--- config.mk ---
export PLATFORM = sky130hd
export DESIGN_NAME = alu_arbiter_flat
export DESIGN_NICKNAME = d
export VERILOG_FILES = /design/src/rtl/alu_arbiter_if.sv /design/src/rtl/alu_arbiter.sv /design/src/flat_wrapper.sv
export SDC_FILE = /design/constraint.sdc
export NUM_CORES = 1
export LEC_CHECK = 0
export ABC_AREA = 1
export BUFFER_PORTS_ARGS = -buffer_cell sky130_fd_sc_hd__buf_2
export CAP_MARGIN = 5
export CORE_ASPECT_RATIO = 1.5
export CORE_UTILIZATION = 44
export CTS_BUF_LIST = sky130_fd_sc_hd__clkbuf_4 sky130_fd_sc_hd__clkbuf_8 sky130_fd_sc_hd__clkbuf_16
export DETAILED_ROUTE_END_ITERATION = 8
export PLACE_DENSITY = 0.78
export SYNTH_ARGS = -nofsm -noshare
export SYNTH_HDL_FRONTEND = slang
export SYNTH_SLANG_ARGS = --single-unit
--- constraint.sdc ---
create_clock -name clk -period 1.3 [get_ports clk]
set_input_delay 0.065 -clock clk [delete_from_list [all_inputs] [get_ports clk]]
set_output_delay 0.065 -clock clk [all_outputs]
set_load 0.01 [all_outputs]
--- src/rtl/alu_arbiter_if.sv ---
// ============================================================================
// alu_arbiter_if : request/response bus between requesters and alu_arbiter
// Rev 1.0 - initial release
// ============================================================================
`default_nettype none

interface alu_arbiter_if #(
  parameter int NREQ = 2
);
  logic [NREQ-1:0]   req_valid;
  logic [NREQ-1:0]   req_ready;
  logic [4*NREQ-1:0] req_a;
  logic [4*NREQ-1:0] req_b;
  logic [3*NREQ-1:0] req_s;
  logic [NREQ-1:0]   rsp_valid;
  logic [NREQ-1:0]   rsp_ready;
  logic [3:0]        rsp_r;
  logic              rsp_c;
  logic              rsp_v;

  modport master (
    output req_valid, req_a, req_b, req_s, rsp_ready,
    input  req_ready, rsp_valid, rsp_r, rsp_c, rsp_v
  );

  modport slave (
    input  req_valid, req_a, req_b, req_s, rsp_ready,
    output req_ready, rsp_valid, rsp_r, rsp_c, rsp_v
  );
endinterface

`default_nettype wire

--- src/rtl/alu_arbiter.sv ---
// ============================================================================
// alu_arbiter : round-robin sharing of one 4-bit ALU among NREQ requesters.
// Optional per-requester grant counters: define ALU_ARB_STATS_EN.
// Rev 1.0 - initial release
// ============================================================================
`default_nettype none

module alu_arbiter #(
  parameter int NREQ = 2
) (
  input  logic          clk,
  input  logic          rst,
  alu_arbiter_if.slave  bus,
  output logic [3:0]    alu_a,
  output logic [3:0]    alu_b,
  output logic [2:0]    alu_s,
  input  logic [3:0]    alu_r,
  input  logic          alu_c,
  input  logic          alu_v,
  output logic          busy
`ifdef ALU_ARB_STATS_EN
  ,
  output logic [8*NREQ-1:0] grant_cnt
`endif
);

  localparam int            IW        = (NREQ > 1) ? $clog2(NREQ) : 1;
  localparam logic [IW-1:0] LAST_INIT = IW'(NREQ - 1);

  typedef enum logic [1:0] {
    S_IDLE = 2'd0,
    S_EXEC = 2'd1,
    S_RESP = 2'd2
  } state_t;

  state_t        state_q, state_d;
  logic [IW-1:0] last_grant_q, last_grant_d;
  logic [IW-1:0] owner_q, owner_d;
  logic [3:0]    op_a_q, op_a_d;
  logic [3:0]    op_b_q, op_b_d;
  logic [2:0]    op_s_q, op_s_d;
  logic [3:0]    rsp_r_q, rsp_r_d;
  logic          rsp_c_q, rsp_c_d;
  logic          rsp_v_q, rsp_v_d;

  logic [3:0]      w_req_a [NREQ];
  logic [3:0]      w_req_b [NREQ];
  logic [2:0]      w_req_s [NREQ];
  logic            w_gnt_found;
  logic [IW-1:0]   w_gnt_idx;
  int              w_best;
  logic            w_accept;
  logic [NREQ-1:0] w_req_ready;
  logic [NREQ-1:0] w_rsp_valid;

  generate
    for (genvar gi = 0; gi < NREQ; gi++) begin : g_unpack
      assign w_req_a[gi] = bus.req_a[4*gi +: 4];
      assign w_req_b[gi] = bus.req_b[4*gi +: 4];
      assign w_req_s[gi] = bus.req_s[3*gi +: 3];
    end
  endgenerate

  // Winner is the valid requester closest after last_grant in circular order.
  always_comb begin : p_grant
    w_gnt_found = 1'b0;
    w_gnt_idx   = '0;
    w_best      = NREQ;
    for (int i = 0; i < NREQ; i++) begin
      if (bus.req_valid[i] &&
          (((i + NREQ - 1 - int'(last_grant_q)) % NREQ) < w_best)) begin
        w_best      = (i + NREQ - 1 - int'(last_grant_q)) % NREQ;
        w_gnt_found = 1'b1;
        w_gnt_idx   = IW'(i);
      end
    end
  end

  assign w_accept = (state_q == S_IDLE) && w_gnt_found;

  always_comb begin : p_fsm
    state_d      = state_q;
    last_grant_d = last_grant_q;
    owner_d      = owner_q;
    op_a_d       = op_a_q;
    op_b_d       = op_b_q;
    op_s_d       = op_s_q;
    rsp_r_d      = rsp_r_q;
    rsp_c_d      = rsp_c_q;
    rsp_v_d      = rsp_v_q;
    w_req_ready  = '0;
    w_rsp_valid  = '0;
    unique case (state_q)
      S_IDLE: begin
        if (w_gnt_found) begin
          w_req_ready[w_gnt_idx] = 1'b1;
          op_a_d       = w_req_a[w_gnt_idx];
          op_b_d       = w_req_b[w_gnt_idx];
          op_s_d       = w_req_s[w_gnt_idx];
          owner_d      = w_gnt_idx;
          last_grant_d = w_gnt_idx;
          state_d      = S_EXEC;
        end
      end
      S_EXEC: begin
        rsp_r_d = alu_r;
        rsp_c_d = alu_c;
        rsp_v_d = alu_v;
        state_d = S_RESP;
      end
      S_RESP: begin
        w_rsp_valid[owner_q] = 1'b1;
        if (bus.rsp_ready[owner_q]) begin
          state_d = S_IDLE;
        end
      end
      default: begin
        state_d = S_IDLE;
      end
    endcase
  end

  always_ff @(posedge clk or posedge rst) begin : p_regs
    if (rst) begin
      state_q      <= S_IDLE;
      last_grant_q <= LAST_INIT;
      owner_q      <= '0;
      op_a_q       <= '0;
      op_b_q       <= '0;
      op_s_q       <= '0;
      rsp_r_q      <= '0;
      rsp_c_q      <= 1'b0;
      rsp_v_q      <= 1'b0;
    end else begin
      state_q      <= state_d;
      last_grant_q <= last_grant_d;
      owner_q      <= owner_d;
      op_a_q       <= op_a_d;
      op_b_q       <= op_b_d;
      op_s_q       <= op_s_d;
      rsp_r_q      <= rsp_r_d;
      rsp_c_q      <= rsp_c_d;
      rsp_v_q      <= rsp_v_d;
    end
  end

  // Operand registers only change on acceptance, so the ALU inputs hold outside EXEC.
  assign alu_a         = op_a_q;
  assign alu_b         = op_b_q;
  assign alu_s         = op_s_q;
  assign bus.req_ready = w_req_ready;
  assign bus.rsp_valid = w_rsp_valid;
  assign bus.rsp_r     = rsp_r_q;
  assign bus.rsp_c     = rsp_c_q;
  assign bus.rsp_v     = rsp_v_q;
  assign busy          = (state_q != S_IDLE);

`ifdef ALU_ARB_STATS_EN
  generate
    for (genvar gi = 0; gi < NREQ; gi++) begin : g_stats
      logic [7:0] cnt_q;
      always_ff @(posedge clk or posedge rst) begin
        if (rst) begin
          cnt_q <= '0;
        end else if (w_accept && (w_gnt_idx == IW'(gi))) begin
          cnt_q <= cnt_q + 8'd1;
        end
      end
      assign grant_cnt[8*gi +: 8] = cnt_q;
    end
  endgenerate
`endif

endmodule

`default_nettype wire
--- src/flat_wrapper.sv ---
// flat-port wrapper written by rule: the top's interface ports become plain ports
module alu_arbiter_flat 
#(
  parameter int NREQ = 2
)
  (clk, rst, alu_a, alu_b, alu_s, alu_r, alu_c, alu_v, busy, bus_req_valid, bus_req_a, bus_req_b, bus_req_s, bus_rsp_ready, bus_req_ready, bus_rsp_valid, bus_rsp_r, bus_rsp_c, bus_rsp_v);
  alu_arbiter_if #(.NREQ(NREQ)) bus_i ();
  input  logic clk;
  input  logic rst;
  output logic [3:0] alu_a;
  output logic [3:0] alu_b;
  output logic [2:0] alu_s;
  input  logic [3:0] alu_r;
  input  logic alu_c;
  input  logic alu_v;
  output logic busy;
  input wire logic [$bits(bus_i.req_valid)-1:0] bus_req_valid;
  input wire logic [$bits(bus_i.req_a)-1:0] bus_req_a;
  input wire logic [$bits(bus_i.req_b)-1:0] bus_req_b;
  input wire logic [$bits(bus_i.req_s)-1:0] bus_req_s;
  input wire logic [$bits(bus_i.rsp_ready)-1:0] bus_rsp_ready;
  output wire logic [$bits(bus_i.req_ready)-1:0] bus_req_ready;
  output wire logic [$bits(bus_i.rsp_valid)-1:0] bus_rsp_valid;
  output wire logic [$bits(bus_i.rsp_r)-1:0] bus_rsp_r;
  output wire logic [$bits(bus_i.rsp_c)-1:0] bus_rsp_c;
  output wire logic [$bits(bus_i.rsp_v)-1:0] bus_rsp_v;
  assign bus_i.req_valid = bus_req_valid;
  assign bus_i.req_a = bus_req_a;
  assign bus_i.req_b = bus_req_b;
  assign bus_i.req_s = bus_req_s;
  assign bus_i.rsp_ready = bus_rsp_ready;
  assign bus_req_ready = bus_i.req_ready;
  assign bus_rsp_valid = bus_i.rsp_valid;
  assign bus_rsp_r = bus_i.rsp_r;
  assign bus_rsp_c = bus_i.rsp_c;
  assign bus_rsp_v = bus_i.rsp_v;
  alu_arbiter #(.NREQ(NREQ)) u_core (.clk(clk), .rst(rst), .bus(bus_i), .alu_a(alu_a), .alu_b(alu_b), .alu_s(alu_s), .alu_r(alu_r), .alu_c(alu_c), .alu_v(alu_v), .busy(busy));
endmodule
==> results of run 1 <==
[what timing repair did]
item / 4_1_cts / 5_1_grt
gates resized for setup: 2 / 2
hold buffers: 4 / 1
setup buffers: 3 / 1
endpoints found under the hold margin: 23 / 1
setup endpoints to repair: 2 / 4
[logic make-up after synthesis]
| logic type | after synthesis | share of synthesized area, % |
|---|---|---|
| and+or+nand+nor | 91 | 36.9 |
| AOI/OAI and AO/OA | 1 | 0.456 |
| buffers and inverters | 35 | 14.6 |
| DFF | 21 | 48.1 |
[Yosys cell counts]
master / n / share of area [%]
buf_2: 3 / 1.4
buf_6: 3 / 3.1
dfrtp_1: 20 / 46
dfstp_2: 1 / 2.4
inv_1: 26 / 8.9
inv_2: 2 / 0.69
inv_4: 1 / 0.57
nand2_1: 54 / 18
nand2_4: 1 / 1.0
nand3_1: 29 / 13
nor2_1: 5 / 1.7
nor2_2: 1 / 0.57
nor2_8: 1 / 1.8
o21ai_1: 1 / 0.46
[worst max-delay path, delay by kind of cell (launching register included)]
kind	cells	cell delay, ps
flip-flops	1	570
AND/OR/NAND/NOR	4	260
buffers and inverters	1	130
[routing by layer]
layer / share of wire [%] / up-vias
met5: 0 / -
met2: 52 / 50
met4: 0.57 / 0
li1: - / 578
met3: 6.3 / 2
met1: 41 / 513
[layout make-up]
| type | count | area [sq um] | share of cell area [%] |
|---|---|---|---|
| clock buffers | 3 | 22.5 | 1.48 |
| inverters | 29 | 111 | 7.34 |
| clock inverters | 1 | 5.00 | 0.330 |
| well taps | 23 | 28.8 | 1.90 |
| flip-flops and latches | 21 | 528 | 34.8 |
| repair buffers | 69 | 405 | 26.7 |
| multi-input cells | 92 | 417 | 27.5 |
[flip-flops by register name, indices dropped and copies added (netlist names)]
name,count
u_core.state_q,2
u_core.alu_a,4
u_core.bus.rsp_c,1
u_core.bus.rsp_v,1
u_core.bus.rsp_r,4
u_core.owner_q,1
u_core.last_grant_q,1
u_core.alu_b,4
u_core.alu_s,3
[placed cells by master (no fill, tap or decap), drive strengths merged]
cell and count:
nand2 55, dfstp 1, nand3 29, inv 29
nor2 7, dfrtp 20, dlygate4sd3 5, clkbuf 3
o21ai 1, clkinv 1, buf 64
[per-stage QoR]
stage | cell area [sq um] | cells
2_1_floorplan | 1100 | 148
3_3_place_gp | 1400 | 225
3_5_place_dp | 1400 | 225
4_1_cts | 1500 | 236
5_1_grt | 1520 | 238
6_report | 1520 | 238
[worst max path at each step]
stage | endpoint | from | slack [ps] | cells past startpoint
after CTS | bus_req_ready[0] | u_core.last_grant_q | -8 | 5
after floorplan | bus_req_ready[0] | u_core.last_grant_q | 160 | 5
after detailed placement | u_core.alu_b[3] | u_core.last_grant_q | 160 | 6
after global routing | bus_req_ready[0] | u_core.last_grant_q | -90 | 5
final | bus_req_ready[0] | u_core.last_grant_q | -10 | 5
after global placement | u_core.alu_s[2] | u_core.last_grant_q | 170 | 6
[power groups by stage]
stage	clock, mW	sequential, mW	combinational [mW]
floorplan	0	1.29	0.904
global placement	0	1.17	1.48
detailed placement	0	1.18	1.52
CTS	0.313	1.18	1.58
global route	0.340	1.22	1.78
finish	0.302	1.19	1.59
==> summary.md, run 1 <==
| Metric | Value |
|---|---|
| Crit end category | `output port` |
| Die Height | `63.1 um` |
| Starting density of the core | `~48%` |
| Worst reg2reg endpoint | `u_core.alu_s[0]` |
| Initial drt markers | `24` |
| Hold Crit Depth | `3` |
| Final GP Congestion | `about 0.80` |
| Fillers | `just over 200` |
| Leakage | `0.955 nW` |
| CTS buffer count | `3` |
| M2 GR Usage | `34.5%` |
| Flop pwr share | `between 30% and 40%` |
| Failing checks | `negative setup slack` |
| CTS tree | `yes` |
| Sequential share of the synthesized area | `about half` |
| Cell Area, Synth | `between 0.001 and 0.0015 sq mm` |
| Layout cells sized above 1 | `between 30% and 40%` |
| Peak Freq | `0.761 GHz` |
| Yosys reg bits | `21` |
| Die ar. | `approximately 0.0027 sq mm` |
| Rows | `21` |
| Worst-path clk slew | `110 ps` |
| Syn Area/Cell | `between 7 and 8 sq um` |
| Area grow syn2layout | `38.5%` |
| Clk root buf | `clkbuf_4` |
| Die width | `42.8 um` |
| Endpoints failing setup | `1` |
| H-Tree Depth | `1` |
| GRT met3 Usage | `about 1.7%` |
| Worst min-delay path startpoint | `alu_r[3]` |
| Min Hold Slack | `approximately 6.5 ps` |
| Tot Pwr | `slightly above 3 mW` |
| Setup TNS Final | `-14.2 ps` |
| Worst Tran Pin Value | `260 ps` |
| Buffers on Ports | `between 50 and 60` |
| Status | `finished, violations left` |
| CTS max path bufs | `2` |
| Final min period | `between 1000 and 1500 ps` |
| Grt ovf | `0` |
| Critical-path maximum fanout | `3` |
| Synthesized Nets | `approximately 180` |
| PwrDens | `a little over 2000 mW/mm^2` |
| Slew Limit Fails | `0` |
| Crit path top cell by count | `nand2_2` |
| Worst path required time | `~1200 ps` |
| Critical path launch point type | `flip-flop` |
| Post-route antenna net violation count | `0` |
| Unrepaired setup endpoints after global routing | `yes` |
| R2r setup slk | `~100 ps` |
| Hold Vio Cnt, Final | `0` |
| Gate power share | `between 50% and 60%` |
| Via count | `around 1100` |
| GR Util All Layers | `a little under a fifth` |
| Sw Share | `a little over two fifths` |
| Count of cell types in the netlist | `14` |
| Diodes inserted | `0` |
| Layer with the highest usage | `met2` |
| Largest net degree at the start of global routing | `22` |
| Core area | `0.00229 sq mm` |
| MaxCap Viol Count | `0` |
| DRC viols | `0` |
| Net Sw Power | `~1.3 mW` |
| Vias in the first global route | `around 1000` |
| Num ports | `56` |
| Reg2reg start | `u_core.last_grant_q` |
| Peak VDD IR | `around 1100 uV` |
| Crit path cell chain | `nand2_2 -> nand2_2 -> nand2_1 -> nor2_1 -> buf_2` |
| Post-route setup slack | `-14.2 ps` |
| Internal power | `approximately 1.8 mW` |
| Via density | `between 4 and 5` |
| Final WL | `about 2500 um` |
| Largest stage delay, worst path | `~570 ps` |
| Period utilisation layout | `101%` |
| Min-Delay Path Class | `in -> reg` |
| Clock network fraction of design power | `9.8%` |
| GR met1 Demand/Resource | `23.5%` |
| Final core utilization | `66.4%` |
| Worst skew pair latency | `around 290 ps` |
| Initial antenna violation count | `0` |
| Pre-CTS WS | `155 ps` |
| Worst Skew | `between 3 and 4 ps` |
| Count of clock tree sinks | `21` |
| DR WL/cell | `between 10 and 15 um` |
| First-pass GRT wire length | `between 4000 and 5000 um` |
| Synthesis Warnings | `0` |
| Crit path DAT | `1250 ps` |
| Post-Synthesis Cells | `around 150` |
| CP max-delay cell | `dfstp_2` |
| Final HPWL DP | `1870 um` |
| Path depth of the worst reg2reg path | `7` |
| Slew margin rel. | `between 80 and 90%` |
| WS Path Type | `reg -> out` |
| TritonRoute pass-1 iters | `4` |
| Hold endpoint | `u_core.bus.rsp_r[3]` |
| Nets | `250` |
Power figures use the tool's default switching activity.
==> inputs of run 2 (changes only) <==
--- a/config.mk
+++ b/config.mk
@@ -12,7 +12,7 @@
 export CORE_UTILIZATION = 44
 export CTS_BUF_LIST = sky130_fd_sc_hd__clkbuf_4 sky130_fd_sc_hd__clkbuf_8 sky130_fd_sc_hd__clkbuf_16
 export DETAILED_ROUTE_END_ITERATION = 8
-export PLACE_DENSITY = 0.78
+export PLACE_DENSITY = 0.8
 export SYNTH_ARGS = -nofsm -noshare
 export SYNTH_HDL_FRONTEND = slang
 export SYNTH_SLANG_ARGS = --single-unit
==> summary.md, run 2 (synthesis gave the netlist of run 1 again) <==
| Metric | Value |
|---|---|
| Status | `finished, violations left` |
| Failing checks | `negative hold slack, negative setup slack` |
| Count of clock tree sinks | `21 (unchanged)` |
| Min Hold Slack | `-0.355 ps (-6.81 ps)` |
| Peak VDD IR | `1220 uV (+14%)` |
| WS Path Type | `reg -> out` |
| Via count | `1194 (+4.5%)` |
| Final HPWL DP | `1980 um (+5.6%)` |
| Largest stage delay, worst path | `420 ps (-150 ps)` |
| Commonest non-fill, non-tap cell in the layout | `buf_2` |
| Min-Delay Path Class | `in -> reg` |
| Nets | `259 (+3.6%)` |
| DRC viols | `0 (unchanged)` |
| Clock network fraction of design power | `10.0% (+0.2 points)` |
| Hold Vio Cnt, Final | `1 (+1)` |
| GR Util All Layers | `22.2% (+3.2 points)` |
| Final GP Congestion | `0.804 (+0.32%)` |
| Period utilisation layout | `106% (+5.1 points)` |
| H-Tree Depth | `1 (unchanged)` |
| CTS buffer count | `3 (unchanged)` |
| Crit end category | `output port` |
| Layout cells sized above 1 | `39.3% (+2.5 points)` |
| Critical-path maximum fanout | `4 (+1)` |
| DR WL/cell | `11.8 um (+15%)` |
| TritonRoute pass-1 iters | `4 (unchanged)` |
| Post-route antenna net violation count | `0 (unchanged)` |
| Slew Limit Fails | `0 (unchanged)` |
| Rows | `21 (unchanged)` |
| Via density | `4.83 (+0.66%)` |
| Final WL | `2920 um (+19%)` |
| CTS tree | `yes` |
| Initial antenna violation count | `0 (unchanged)` |
| Final min period | `1380 ps (+65.7 ps)` |
| Vias in the first global route | `1107 (+8.0%)` |
| Flop pwr share | `34.6% (-3.9 points)` |
| Post-route setup slack | `-79.9 ps (-65.7 ps)` |
| Sw Share | `41.9% (-0.32 points)` |
| Crit path DAT | `1310 ps (+60 ps)` |
| Hold Crit Depth | `3 (unchanged)` |
| Leakage | `1.00 nW (+4.7%)` |
| Crit path cell chain | `buf_4 -> inv_4 -> nand2_4 -> nor2_1 -> buf_2` |
| Path depth of the worst reg2reg path | `6 (-1)` |
| Core area | `0.00229 sq mm (unchanged)` |
| Initial drt markers | `44 (+83%)` |
| PwrDens | `2140 mW/mm^2 (+5.3%)` |
| MaxCap Viol Count | `0 (unchanged)` |
| CTS max path bufs | `2 (unchanged)` |
| Buffers on Ports | `55 (unchanged)` |
| Die width | `42.8 um (unchanged)` |
| Pre-CTS WS | `129 ps (-26.4 ps)` |
| Area grow syn2layout | `44.7%` |
| Die ar. | `0.00270 sq mm (unchanged)` |
| First-pass GRT wire length | `4620 um (+14%)` |
| CP max-delay cell | `dfrtp_1` |
| Worst path required time | `1240 ps (about the same)` |
| Final core utilization | `69.4% (+3.0 points)` |
| Diodes inserted | `0 (unchanged)` |
| Clk root buf | `clkbuf_4` |
| Slew margin rel. | `82.0% (-0.68 points)` |
| Internal power | `1.97 mW (+11%)` |
| Critical path launch point type | `flip-flop` |
| Worst skew pair latency | `300 ps (about the same)` |
| Die Height | `63.1 um (unchanged)` |
| Gate power share | `55.5% (+3.9 points)` |
| Worst Skew | `5.87 ps (+2.36 ps)` |
| Grt ovf | `0 (unchanged)` |
| Worst Tran Pin Value | `270 ps (+10.2 ps)` |
| Num ports | `56 (unchanged)` |
| Tot Pwr | `3.39 mW (+10%)` |
| Unrepaired setup endpoints after global routing | `yes` |
| Peak Freq | `0.725 GHz (-4.8%)` |
| Commonest cells after routing, fill and taps aside | `buf_2 (55), nand2_1 (52), nand3_1 (29)` |
| Endpoints failing setup | `3 (+2)` |
| Worst-path clk slew | `120 ps (about the same)` |
| Starting density of the core | `47.9% (unchanged)` |
| Net Sw Power | `1.42 mW (+9.2%)` |
| Largest net degree at the start of global routing | `22 (unchanged)` |
-- run 2: layout make-up --
| type | count | area, sq um |
|---|---|---|
| fill | 186 | 699 |
| multi-input combinational | 92 | 422 |
| inverter | 29 | 111 |
| sequential | 21 | 527 |
| tap | 23 | 28.8 |
| timing repair buffer | 78 | 468 |
| clock buffer | 4 | 30.0 |
-- run 2: worst paths after layout --
path	start	endpoint	slack, ps
min reg2reg	u_core.bus.rsp_r[3]	u_core.bus.rsp_r[3]	480
max in group asynchronous	rst	u_core.last_grant_q	720
max reg2reg	u_core.state_q[1]	u_core.bus.rsp_r[1]	90
min	alu_r[3]	u_core.bus.rsp_r[3]	-0.4
max	u_core.state_q[0]	bus_req_ready[1]	-80
min in group asynchronous	rst	u_core.bus.rsp_v	310
-- run 2: through the flow --
stage,TNS [ps],instances,area [sq um]
floorplan,0,148,1100
global placement,0,226,1400
detailed placement,0,226,1400
CTS,-116,237,1500
global route,-340,247,1590
finish,-144,247,1590
-- run 2: power by group through the flow --
stage	registers, mW	logic, mW	clock network [mW]
floorplan	1.29	0.904	0
global placement	1.16	1.48	0
detailed placement	1.17	1.54	0
CTS	1.16	1.62	0.339
global route	1.20	2.07	0.374
finish	1.17	1.88	0.337
-- run 2: metal layers --
layer	part of all wire [%]	global-route usage (%)	vias up
li1	-	-	596
met1	38	25.1	535
met2	55	39.4	55
met3	5.1	3.44	8
met4	2.3	9.77	0
met5	0	0	-
-- run 2: critical path: cells and delay by family (launching register included) --
kind / cells / cell delay [ps]
simple gates: 2 / 240
flops: 1 / 420
buf+inv: 3 / 360
-- run 2: repair_timing --
item / 4_1_cts / 5_1_grt
setup endpoints to repair: 3 / 14
endpoints found under the hold margin: 23 / 1
setup buffers: 3 / 10
pin swaps: 2 / 2
hold buffers: 4 / 1
resized for setup: 4 / 3
cloned: 0 / 0
